--- src/rtl/etm_div32by16_seq.sv ---
// Sequential restoring divider, 32b / 16b -> 16b quotient.
// Small dividends divide exactly; larger ones iterate only the upper quotient
// bits and fill the low field with a midpoint estimate, mirroring the ETM
// multiplier's exact/approximate split.
module etm_div32by16_seq #(
  parameter int APPROX_BITS = 4
) (
  input  logic        clk,
  input  logic        rst,
  input  logic        in_valid,
  output logic        in_ready,
  input  logic [31:0] dividend,
  input  logic [15:0] divisor,
  output logic        out_valid,
  input  logic        out_ready,
  output logic [15:0] quotient,
  output logic [15:0] remainder,
  output logic        exact,
  output logic        div_by_zero,
  output logic        overflow
);

  typedef enum logic [1:0] {IDLE, CALC, DONE} state_t;

  localparam logic [3:0] LAST_APPROX = 4'(APPROX_BITS);

  state_t      state_q, state_d;
  logic [15:0] dvd_lo_q, dvd_lo_d;   // only the low half is shifted in
  logic [15:0] dvs_q, dvs_d;
  logic [15:0] r_q, r_d;             // partial remainder, always < divisor between steps
  logic [15:0] q_q, q_d;
  logic [3:0]  idx_q, idx_d;         // quotient bit being resolved this cycle
  logic        approx_q, approx_d;
  logic [15:0] rem_q, rem_d;
  logic        exact_q, exact_d;
  logic        dbz_q, dbz_d;
  logic        ovf_q, ovf_d;

  logic [16:0] r_shift, r_next;
  logic        r_ge;

  // One restoring step: shift in next dividend bit, subtract if it fits.
  always_comb begin
    r_shift = {r_q, dvd_lo_q[idx_q]};
    r_ge    = (r_shift >= {1'b0, dvs_q});
    r_next  = r_ge ? (r_shift - {1'b0, dvs_q}) : r_shift;
  end

  // Next-state and datapath updates.
  always_comb begin
    state_d  = state_q;
    dvd_lo_d = dvd_lo_q;
    dvs_d    = dvs_q;
    r_d      = r_q;
    q_d      = q_q;
    idx_d    = idx_q;
    approx_d = approx_q;
    rem_d    = rem_q;
    exact_d  = exact_q;
    dbz_d    = dbz_q;
    ovf_d    = ovf_q;
    case (state_q)
      IDLE: begin
        if (in_valid) begin
          dvd_lo_d = dividend[15:0];
          dvs_d    = divisor;
          q_d      = '0;
          rem_d    = '0;
          exact_d  = 1'b0;
          dbz_d    = 1'b0;
          ovf_d    = 1'b0;
          idx_d    = 4'd15;
          approx_d = 1'b0;
          if (divisor == 16'd0) begin
            q_d     = 16'hFFFF;
            rem_d   = dividend[15:0];
            dbz_d   = 1'b1;
            state_d = DONE;
          end else if (dividend[31:16] >= divisor) begin
            q_d     = 16'hFFFF;
            ovf_d   = 1'b1;
            state_d = DONE;
          end else begin
            r_d      = dividend[31:16];
            approx_d = (dividend[31:16] != 16'd0);
            state_d  = CALC;
          end
        end
      end
      CALC: begin
        r_d        = r_next[15:0];
        q_d[idx_q] = r_ge;
        idx_d      = idx_q - 4'd1;
        if (idx_q == (approx_q ? LAST_APPROX : 4'd0)) begin
          state_d = DONE;
          if (approx_q) begin
            // Low field left zero except its MSB, which flags a nonzero residue.
            q_d[APPROX_BITS-1] = (r_next != 17'd0);
            rem_d   = '0;
            exact_d = 1'b0;
          end else begin
            rem_d   = r_next[15:0];
            exact_d = 1'b1;
          end
        end
      end
      DONE: begin
        if (out_ready) state_d = IDLE;
      end
      default: state_d = IDLE;
    endcase
  end

  // State and datapath registers; reset aborts any operation in flight.
  always_ff @(posedge clk or posedge rst) begin
    if (rst) begin
      state_q  <= IDLE;
      dvd_lo_q <= '0;
      dvs_q    <= '0;
      r_q      <= '0;
      q_q      <= '0;
      idx_q    <= '0;
      approx_q <= 1'b0;
      rem_q    <= '0;
      exact_q  <= 1'b0;
      dbz_q    <= 1'b0;
      ovf_q    <= 1'b0;
    end else begin
      state_q  <= state_d;
      dvd_lo_q <= dvd_lo_d;
      dvs_q    <= dvs_d;
      r_q      <= r_d;
      q_q      <= q_d;
      idx_q    <= idx_d;
      approx_q <= approx_d;
      rem_q    <= rem_d;
      exact_q  <= exact_d;
      dbz_q    <= dbz_d;
      ovf_q    <= ovf_d;
    end
  end

  assign in_ready    = (state_q == IDLE);
  assign out_valid   = (state_q == DONE);
  assign quotient    = q_q;
  assign remainder   = rem_q;
  assign exact       = exact_q;
  assign div_by_zero = dbz_q;
  assign overflow    = ovf_q;

endmodule

--- config.mk ---
export PLATFORM = sky130hd
export DESIGN_NAME = etm_div32by16_seq
export DESIGN_NICKNAME = d
export VERILOG_FILES = /design/src/rtl/etm_div32by16_seq.sv
export SDC_FILE = /design/constraint.sdc
export NUM_CORES = 1
export LEC_CHECK = 0
export BUFFER_PORTS_ARGS = -buffer_cell sky130_fd_sc_hd__clkbuf_2
export CORE_ASPECT_RATIO = 1.2
export CORE_UTILIZATION = 52
export DETAILED_ROUTE_END_ITERATION = 8
export GPL_ROUTABILITY_DRIVEN = 1
export PLACE_DENSITY = 0.86
export SLEW_MARGIN = 5
export SYNTH_ARGS = -nofsm -noshare
export SYNTH_HDL_FRONTEND = slang
export SYNTH_SLANG_ARGS = --single-unit
export TNS_END_PERCENT = 1
--- constraint.sdc ---
create_clock -name clk -period 4.25 [get_ports clk]
set_clock_uncertainty 0.1 [all_clocks]
set_input_delay 0.2125 -clock clk [delete_from_list [all_inputs] [get_ports clk]]
set_output_delay 0.2125 -clock clk [all_outputs]
set_load 0.02 [all_outputs]
==> results of run 1 <==
[per-stage QoR]
step	instances	setup TNS [ps]	util, %	hold WS [ps]
after floorplan	663	0	-	218
after global routing	887	-239	63.2	26.3
after CTS	887	-5.47	63.1	0.701
after global placement	859	0	59.4	316
after detailed placement	859	-31.7	59.4	330
final	887	0	63.2	4.60
[kinds of logic (layout without fill, tap and decap cells)]
group,after synthesis,in the layout,share of synthesized area [%]
xor+xnor,14,14,2.12
fa+ha+maj,38,38,8.37
buf+inv,79,174,5.77
flops,90,90,39.0
mux,31,31,6.63
compound gates,197,197,21.6
simple gates,214,214,16.5
[where the power goes]
group	total, mW	internal, mW	switching, mW
logic	4.13	1.62	2.51
registers	1.60	1.28	0.322
clock network	0.770	0.399	0.372
[worst max-delay path by stage]
stage               startpoint     endpoint  cells past startpoint  slack [ps]
floorplan             idx_q[0]  quotient[3]                     16          50
global placement      idx_q[0]  quotient[3]                     15         100
detailed placement    idx_q[0]  quotient[3]                     15         -30
CTS                   idx_q[0]  quotient[3]                     15          -5
global route          idx_q[0]  quotient[3]                     15        -180
finish                idx_q[0]  quotient[3]                     15          10
[synth_stat cells, drive strengths merged (4+ instances only)]
cell and count:
xnor2 9, buf 9, nand4 8, a21oi 58, o221ai 5, nor2b 7
nand2b 8, a311oi 11, xor2 5, nor2 46, a21o 9, mux2 18
nand3 8, a31oi 7, ha 37, clkbuf 28, o31ai 6, dfrtp 90
o21ai 63, mux2i 9, a211oi 6, inv 42, mux4 4, nor4 9
nand2 109
[sequential cells by signal, summed over array words and instances, names as in the netlist]
register / cells
r_q: 16
remainder: 16
div_by_zero: 1
approx_q: 1
exact: 1
dvd_lo_q: 16
state_q: 2
idx_q: 4
quotient: 16
dvs_q: 16
overflow: 1
[per-layer routing]
layer	wire, µm	up-vias
li1	-	2534
met1	6800	2619
met2	8220	256
met3	963	59
met4	758	0
met5	0	-
[timing repair]
action                                  in CTS  in global routing
pin swaps                                    2                  1
endpoints found under the setup margin       1                  4
endpoints found under the hold margin       64                  0
hold buffers                                13                  0
resized for setup                            0                  2
[area by class of cell]
cell class / instances / share of cell area, %
clock inverters: 5 / 0.575
well taps: 129 / 2.39
multi-input cells: 494 / 47.7
inverters: 42 / 2.35
flip-flops and latches: 90 / 33.4
repair buffers: 117 / 10.2
clock buffers: 10 / 3.39
[tightest hold or removal path: stages]
cell,delay [ps]
clkbuf_2,90
nand2_1,60
nand2_1,60
==> flow_summary.ini, run 1 <==
[die]
chipWidth_um = 98.2
rows = 41
initial_utilization_pct = 54.1
floorplan.die_area_um2 = 11500
die-height_um = 117
core_region_area_um2 = 10700
io_pins = 89

[grt]
grt_pass1_wl_mm = 27.2
gr-usage-all-layers_pct = 30.1
top_usage_layer = met2
grtUsageMet2_pct = 51.1
grt_overflow = 0
grt_max_degree = 69
number_of_global_route_vias_before_repair = 5429
grt_antenna_before_repair = 0
grt.met1_usage_pct = 36.5
groute.layer.met3.usage_pct = 4.83

[synthesis]
synthDistinctLibCells = 66
synth_enable_flop_cells = 0
yosys.area.top_type_share_pct = 39.0
share_of_flip_flops_with_an_asynchronous_set_or_reset_pct = 100
synth_warnings = 0
synth_net_count = 753
synth_seq_cells = 90
yosys-top-cells-area = dfrtp_1 39%, ha_1 8.0%, nand2_1 7.1%
post_synthesis_cells = 663
ys_seq_area_share_pct = 39.0
synth_top_flop_cell = dfrtp_1
synthDominantAreaCellType = dfrtp_1
synthesis.area_per_instance_um2 = 8.70
post_synth_instance_area_um2 = 5770

[critical_path]
timing.critical_path.cells = buf_4 -> mux4_2 -> a221oi_2 -> ha_1 -> inv_1 -> fa_1 -> a21o_1 -> a221oi_2 -> o221ai_2 -> xnor2_1 -> nand4_1 -> or3_1 -> o41ai_2 -> nand4_1 -> o31a_1
critical_path.reg2reg.startpoint = idx_q[0]
largest_fanout_on_the_critical_path = 3
worst_path_arrival_ps = 4380
start_kind = flip-flop
cp_slowest_stage_delay_ps = 510
setup.worst_path.class = reg -> reg
timing.critical_path.slowest_stage_cell = mux4_2
worstRegToRegCells = 15
required_ps = 4390
setup.reg_to_reg.worst_slack_ps = 10
r2r_end = quotient[3]
critPathBufInv = 2
cp_top_family = compound AO/OA/AOI/OAI gates
cp-end-kind = flip-flop

[clock_tree]
h-tree-depth = 3
insertion_delay_ps = 350
numClockSinks = 90
tritoncts_buffer_count = 9
cts_setup_buffers = 0
tritoncts = built
clkTransAtPathRegs_ps = 70
cts_root_buffer = clkbuf_16
max-clock-path-buffers = 2

[timing]
fin_ws_ps = 10.8
slew_headroom_pct = 26.8
setup_viol = 0
fin_crit_share_pct = 99.7
slew_violations = 0
min_period_ps = 4240
hold_viol_final = 0
worst_pin_slew_ps = 1100
rsz_0062_raised_after_global_routing = true
timing.fmax_mhz = 236

[place]
dpl_worst_slack_ps = -31.7
place_congestion = 0.978
numPortBuffers = 88
dp.final_hpwl_mm = 12.1
placedInstanceArea_um2 = 6340

[hold_path]
hold_path_class = in -> reg
worstHoldEndpoint = dvd_lo_q[6]
hold-path-cell-count = 3
timing.hold.worst.start = dividend[6]

[finish]
nNetsFinal = 844
flow.area_growth_from_synthesis_pct = 16.9
sequential_cell_area_um2 = 2250
fillers = 882
postLayoutCellArea_um2 = 6750
layout_commonest_cell = nand2_1
multi_input_area_um2 = 3220
post_route_cells_drive_above_1_share_pct = 20.3
num_antenna_cells = 0
layout_common_cells = 109 x nand2_1, 90 x dfrtp_1, 88 x clkbuf_2

[power_and_ir_drop]
power.leakage_nw = 3.22
power_density_nw_per_um2 = 964
totalPowerFinal_mw = 6.50
vdd_ir_drop_max_mv = 0.520

[routing]
drt-initial-drc-count = 338
detailroute.via_count = 5468
detail_route.wl_per_cell_um = 18.9
detail_route.first_pass.iterations = 7
residual_drc_count = 4
route.antenna.remaining_nets = 0
drt_wl_total_mm = 16.8
route.detailed.vias_per_inst = 6.16

[status]
violated_checks = design-rule violations
status = complete, but fails checks

[flow_run]
max-cap-violations = 0
Note: power is estimated with default switching activity, not from simulation.
==> inputs of run 2 (changes only) <==
--- a/config.mk
+++ b/config.mk
@@ -6,7 +6,6 @@
 export NUM_CORES = 1
 export LEC_CHECK = 0
 export BUFFER_PORTS_ARGS = -buffer_cell sky130_fd_sc_hd__clkbuf_2
-export CORE_ASPECT_RATIO = 1.2
 export CORE_UTILIZATION = 52
 export DETAILED_ROUTE_END_ITERATION = 8
 export GPL_ROUTABILITY_DRIVEN = 1
==> run 2 against run 1 <==
Sequential power hardly changed. Worst hold slack better by 5.7 ps. The flow finishes with violations (negative setup slack). Clock-buffer cell count is 1 higher. First-iteration DRC count is 27% higher. Combinational power is 4% higher. Final area is 1.9% higher. Total power is 0.80% lower. Via count is 1.1% higher. Largest cell class unchanged. Global-route usage is 0.88 points higher. Non-clock buffer count is 18 higher.
==> flow_summary.ini, run 2 (synthesis results as in run 1) <==
[power_and_ir_drop]
power_density_nw_per_um2 = 938
vdd_ir_drop_max_mv = 0.501
power.share.switching_pct = 49.9
power.leakage_nw = 3.27
internal_power_mw = 3.23
combPwrFrac_pct = 66.6
power_switching_mw = 3.22
sequentialPowerShare_pct = 24.8
totalPowerFinal_mw = 6.45
pwr-share-clk_pct = 8.6

[die]
chipWidth_um = 107
io_pins = 89
floorplan.die_area_um2 = 11500
die-height_um = 107
rows = 38
core_region_area_um2 = 10800
initial_utilization_pct = 53.2

[routing]
drt_wl_total_mm = 16.9
detailroute.via_count = 5529
residual_drc_count = 0
detail_route.wl_per_cell_um = 18.4
route.antenna.remaining_nets = 0
drt-initial-drc-count = 429
route.detailed.vias_per_inst = 6.03
detail_route.first_pass.iterations = 5

[clock_tree]
max-clock-path-buffers = 2
h-tree-depth = 3
clkTransAtPathRegs_ps = 90
cts_setup_buffers = 0
cts_root_buffer = clkbuf_8
numClockSinks = 90
tritoncts = built
insertion_delay_ps = 370
tritoncts_buffer_count = 9

[timing]
setup_viol = 1
min_period_ps = 4280
slew_headroom_pct = 25.9
worst_pin_slew_ps = 1110
timing.fmax_mhz = 234
setup-tns-final_ps = -28.8
fin_ws_ps = -28.8
fin_crit_share_pct = 101
hold_viol_final = 0
slew_violations = 0
rsz_0062_raised_after_global_routing = true

[critical_path]
critPathBufInv = 1
cp_top_family = compound AO/OA/AOI/OAI gates
setup.worst_path.class = reg -> reg
timing.critical_path.slowest_stage_cell = mux4_2
timing.critical_path.cells = mux4_2 -> a22o_1 -> a221oi_2 -> ha_1 -> inv_1 -> fa_1 -> a21o_1 -> a221oi_4 -> o221ai_2 -> xnor2_2 -> nand4_1 -> or3_1 -> o41ai_2 -> nand4_1 -> o31a_1
cp-end-kind = flip-flop
largest_fanout_on_the_critical_path = 5
start_kind = flip-flop
critical-path-top-cell-by-count = nand4_1
cp_slowest_stage_delay_ps = 510
worst_path_arrival_ps = 4440
required_ps = 4410

[finish]
postLayoutCellArea_um2 = 6870
layout_commonest_cell = nand2_1
layout_common_cells = 109 x nand2_1, 89 x dfrtp_1, 88 x clkbuf_2
flow.area_growth_from_synthesis_pct = 19.1
nNetsFinal = 862
num_antenna_cells = 0
finalCoreUtilization_pct = 63.4
post_route_cells_drive_above_1_share_pct = 20.8

[grt]
grt_antenna_before_repair = 0
gr-usage-all-layers_pct = 31.0
number_of_global_route_vias_before_repair = 5601
grt_max_degree = 69
grt_pass1_wl_mm = 27.6
grt_overflow = 0

[place]
dpl_worst_slack_ps = -76.3
numPortBuffers = 88
dp.final_hpwl_mm = 12.2
place_congestion = 0.938
placedInstanceArea_um2 = 6390

[hold_path]
hold_path_class = in -> reg

[status]
violated_checks = negative setup slack
status = complete, but fails checks

[flow_run]
max-cap-violations = 0
## run 2: cell types whose count changed in the layout (fill, tap and decap cells not counted), moves of 5 or more
cell           before  now
clkbuf_8            0   10
clkbuf_16           9    0
buf_4              16   21
dlygate4sd3_1      13   26
## run 2: layout make-up
class / instances / area [µm²]
sequential: 90 / 2250
clock buffer: 11 / 141
inverter: 42 / 159
tap: 140 / 175
clock inverter: 5 / 37.5
multi-input combinational: 494 / 3250
fill: 876 / 3970
timing repair buffer: 135 / 858
## run 2: metrics by stage
step / hold WS (ps) / cells
global placement: 286 / 875
CTS: 4.80 / 917
floorplan: 218 / 663
detailed placement: 311 / 875
global route: 39.7 / 917
finish: 10.3 / 917
## run 2: power by group through the flow
stage          logic (mW)  registers, mW  clock network, mW
2_1_floorplan        2.80           1.69                  0
3_3_place_gp         4.01           1.58                  0
3_5_place_dp         4.09           1.60                  0
4_1_cts              4.18           1.59              0.561
5_1_grt              4.69           1.64              0.591
6_report             4.30           1.60              0.553
## run 2: worst reg2reg max path: stages (launching register included)
cell and delay (ps):
dfrtp_2 430, mux4_2 510, a22o_1 250, a221oi_2 200
ha_1 200, inv_1 50, fa_1 380, a21o_1 210
a221oi_4 260, o221ai_2 170, xnor2_2 200, nand4_1 90
or3_1 320, o41ai_2 370, nand4_1 150, o31a_1 250
## run 2: repair_timing
| action | in CTS | in global routing |
|---|---|---|
| hold buffers | 26 | 0 |
| endpoints found under the setup margin | 1 | 3 |
| hold endpoints to repair | 74 | 0 |
| resized for setup | 3 | 3 |
| pin swaps | 0 | 1 |
## run 2: worst paths after layout
check / from / end / slack [ps] / depth (start not counted)
min in group asynchronous: rst / dvs_q[14] / 430 / 3
worst min register to register: dvd_lo_q[6] / dvd_lo_q[6] / 390 / 2
max in group asynchronous: rst / idx_q[0] / 2560 / 4
worst max register to register: idx_q[0] / quotient[3] / -30 / 15
worst max-delay path: idx_q[0] / quotient[3] / -30 / 15
worst min-delay path: divisor[9] / dvs_q[9] / 10 / 3
## run 2: metal layers
metal	part of all wire (%)	GRT usage, %
met1	43	39.8
met2	48	51.5
met3	6.5	5.51
met4	3.0	13.1
met5	0	0
==> inputs of run 3 (changes only) <==
--- a/config.mk
+++ b/config.mk
@@ -5,11 +5,11 @@
 export SDC_FILE = /design/constraint.sdc
 export NUM_CORES = 1
 export LEC_CHECK = 0
-export BUFFER_PORTS_ARGS = -buffer_cell sky130_fd_sc_hd__clkbuf_2
-export CORE_UTILIZATION = 52
+export BUFFER_PORTS_ARGS = -buffer_cell sky130_fd_sc_hd__buf_4
+export CORE_UTILIZATION = 50
 export DETAILED_ROUTE_END_ITERATION = 8
 export GPL_ROUTABILITY_DRIVEN = 1
-export PLACE_DENSITY = 0.86
+export PLACE_DENSITY = 0.83
 export SLEW_MARGIN = 5
 export SYNTH_ARGS = -nofsm -noshare
 export SYNTH_HDL_FRONTEND = slang
==> run 3 against run 2 <==
The run now ends clean. Global-route usage fell by 0.14 points. Routed wire length rose by 1.4%. Non-clock buffer count fell by 3. Sequential share of layout area fell by 1.4 points. First-iteration DRC count rose by 6.5%. Combinational power rose by 2%. Sequential cell count did not move. Final area rose by 4.5%. Clock-buffer cell count fell by 1. Via count rose by 0.20%. Critical path depth did not move. Critical endpoint unchanged. Largest cell class unchanged. Highest routed layer is now met5.
==> flow_summary.ini, run 3 (synthesis results as in run 1) <==
[finish]
layout_common_cells = 109 x nand2_1, 109 x buf_4, 89 x dfrtp_1
num_antenna_cells = 0
multi_input_area_um2 = 3240
final_cell_count_no_fill = 914
flow.area_growth_from_synthesis_pct = 24.4
nNetsFinal = 859
sequential_cell_area_um2 = 2250
post_route_cells_drive_above_1_share_pct = 20.8
fillers = 906

[critical_path]
required_ps = 4390
largest_fanout_on_the_critical_path = 5
setup.worst_path.class = reg -> reg
cp-end-kind = flip-flop
start_kind = flip-flop
worst_path_arrival_ps = 4370

[clock_tree]
numClockSinks = 90
h-tree-depth = 3
cts_setup_buffers = 0
clkTransAtPathRegs_ps = 70
cts_root_buffer = clkbuf_16
insertion_delay_ps = 350
tritoncts_buffer_count = 9
tritoncts = built
max-clock-path-buffers = 2

[routing]
route.antenna.remaining_nets = 0
route.detailed.vias_per_inst = 6.06
residual_drc_count = 0
met2RoutedLength_mm = 8.16
topRoutingLayerUsed = met5
detail_route.first_pass.iterations = 5
detailroute.via_count = 5540
drt-initial-drc-count = 457
wl_met3_um = 978
detailed_route_wire_length_on_metal_1_mm = 7.36
detail_route.wl_per_cell_um = 18.7
drt_wl_total_mm = 17.1

[place]
numPortBuffers = 88
place_congestion = 0.945
dp.cells = 875
dp.final_hpwl_mm = 12.2

[die]
floorplan.die_area_um2 = 12000
io_pins = 89
chipWidth_um = 109
core_region_area_um2 = 11000
initial_utilization_pct = 52.3
die-height_um = 109
rows = 38

[grt]
grt_antenna_before_repair = 1
grt_pass1_wl_mm = 28.0
gr-usage-all-layers_pct = 30.8
number_of_global_route_vias_before_repair = 5481
grt_max_degree = 69
grt_overflow = 0

[timing]
min_period_ps = 4230
timing.fmax_mhz = 236
slew_violations = 0
fin_worst_hold_slack_ps = 9.94
fin_crit_share_pct = 99.6
rsz_0062_raised_after_global_routing = true
setup_viol = 0
worst_pin_slew_ps = 1120
hold_viol_final = 0
slew_headroom_pct = 25.0

[power_and_ir_drop]
totalPowerFinal_mw = 6.83
power_density_nw_per_um2 = 951
power.leakage_nw = 3.37
vdd_ir_drop_max_mv = 0.606

[hold_path]
hold_path_class = in -> reg

[flow_run]
max-cap-violations = 0

[status]
status = finished, final reports clean
run 3: cell types whose count changed in the layout (fill, tap and decap cells not counted), moves of 2 or more:
cell / delta
buf_4: +88
clkbuf_2: -88
clkbuf_8: -10
clkbuf_16: +9
dlygate4sd3_1: -3
inv_6: +2
run 3: worst paths after layout:
| kind | from | end | slack, ps | cells after the start |
|---|---|---|---|---|
| max in group asynchronous | rst | idx_q[0] | 2470 | 4 |
| min in group asynchronous | rst | state_q[1] | 450 | 3 |
| max | idx_q[0] | quotient[3] | 20 | 15 |
| min reg2reg | overflow | overflow | 380 | 2 |
| max reg2reg | idx_q[0] | quotient[3] | 20 | 15 |
| min | divisor[6] | dvs_q[6] | 10 | 3 |
run 3: metal layers:
| layer | up-vias | track usage [%] |
|---|---|---|
| met5 | - | 0 |
| met3 | 39 | 4.62 |
| li1 | 2573 | - |
| met2 | 226 | 49.3 |
| met4 | 2 | 13.6 |
| met1 | 2700 | 41.5 |
run 3: report_power, final:
| group | internal, mW | leakage, nW | total [mW] | switching (mW) |
|---|---|---|---|---|
| logic | 1.82 | 2.15 | 4.39 | 2.57 |
| registers | 1.28 | 1.08 | 1.61 | 0.330 |
| clock network | 0.464 | 0.144 | 0.830 | 0.366 |
| total | 3.57 | 3.37 | 6.83 | 3.26 |
run 3: final cells by class:
cell class / instances / area share (%)
clock buffer: 10 / 3.19
multi-input combinational: 494 / 45.2
timing repair buffer: 132 / 14.6
inverter: 42 / 2.21
tap: 140 / 2.44
clock inverter: 6 / 1.01
sequential: 90 / 31.4
run 3: timing repair:
| item | 4_1_cts | 5_1_grt |
|---|---|---|
| endpoints found under the setup margin | 1 | 12 |
| pin swaps | 0 | 0 |
| gates cloned | 0 | 0 |
| hold buffers | 23 | 0 |
| hold endpoints to repair | 63 | 0 |
| resized for setup | 2 | 3 |
run 3: through the flow:
step / worst slack [ps] / cell area [µm²] / utilization, % / TNS [ps]
after floorplan: 47.8 / 5780 / - / 0
after global placement: 47.9 / 6610 / 59.9 / 0
after detailed placement: -87.9 / 6610 / 59.9 / -87.9
after CTS: -23.1 / 7150 / 64.8 / -23.1
after global routing: -240 / 7180 / 65.1 / -312
final: 17.4 / 7180 / 65.1 / 0
run 3: critical path: stages, from the launching register on:
cell      delay [ps]
dfrtp_2          430
mux4_2           510
a22o_1           250
a221oi_2         220
ha_1             190
inv_1             50
fa_1             370
a21o_1           210
a221oi_4         260
o221ai_2         160
xnor2_2          170
nand4_1           90
or3_1            340
o41ai_2          360
nand4_1          150
o31a_1           250
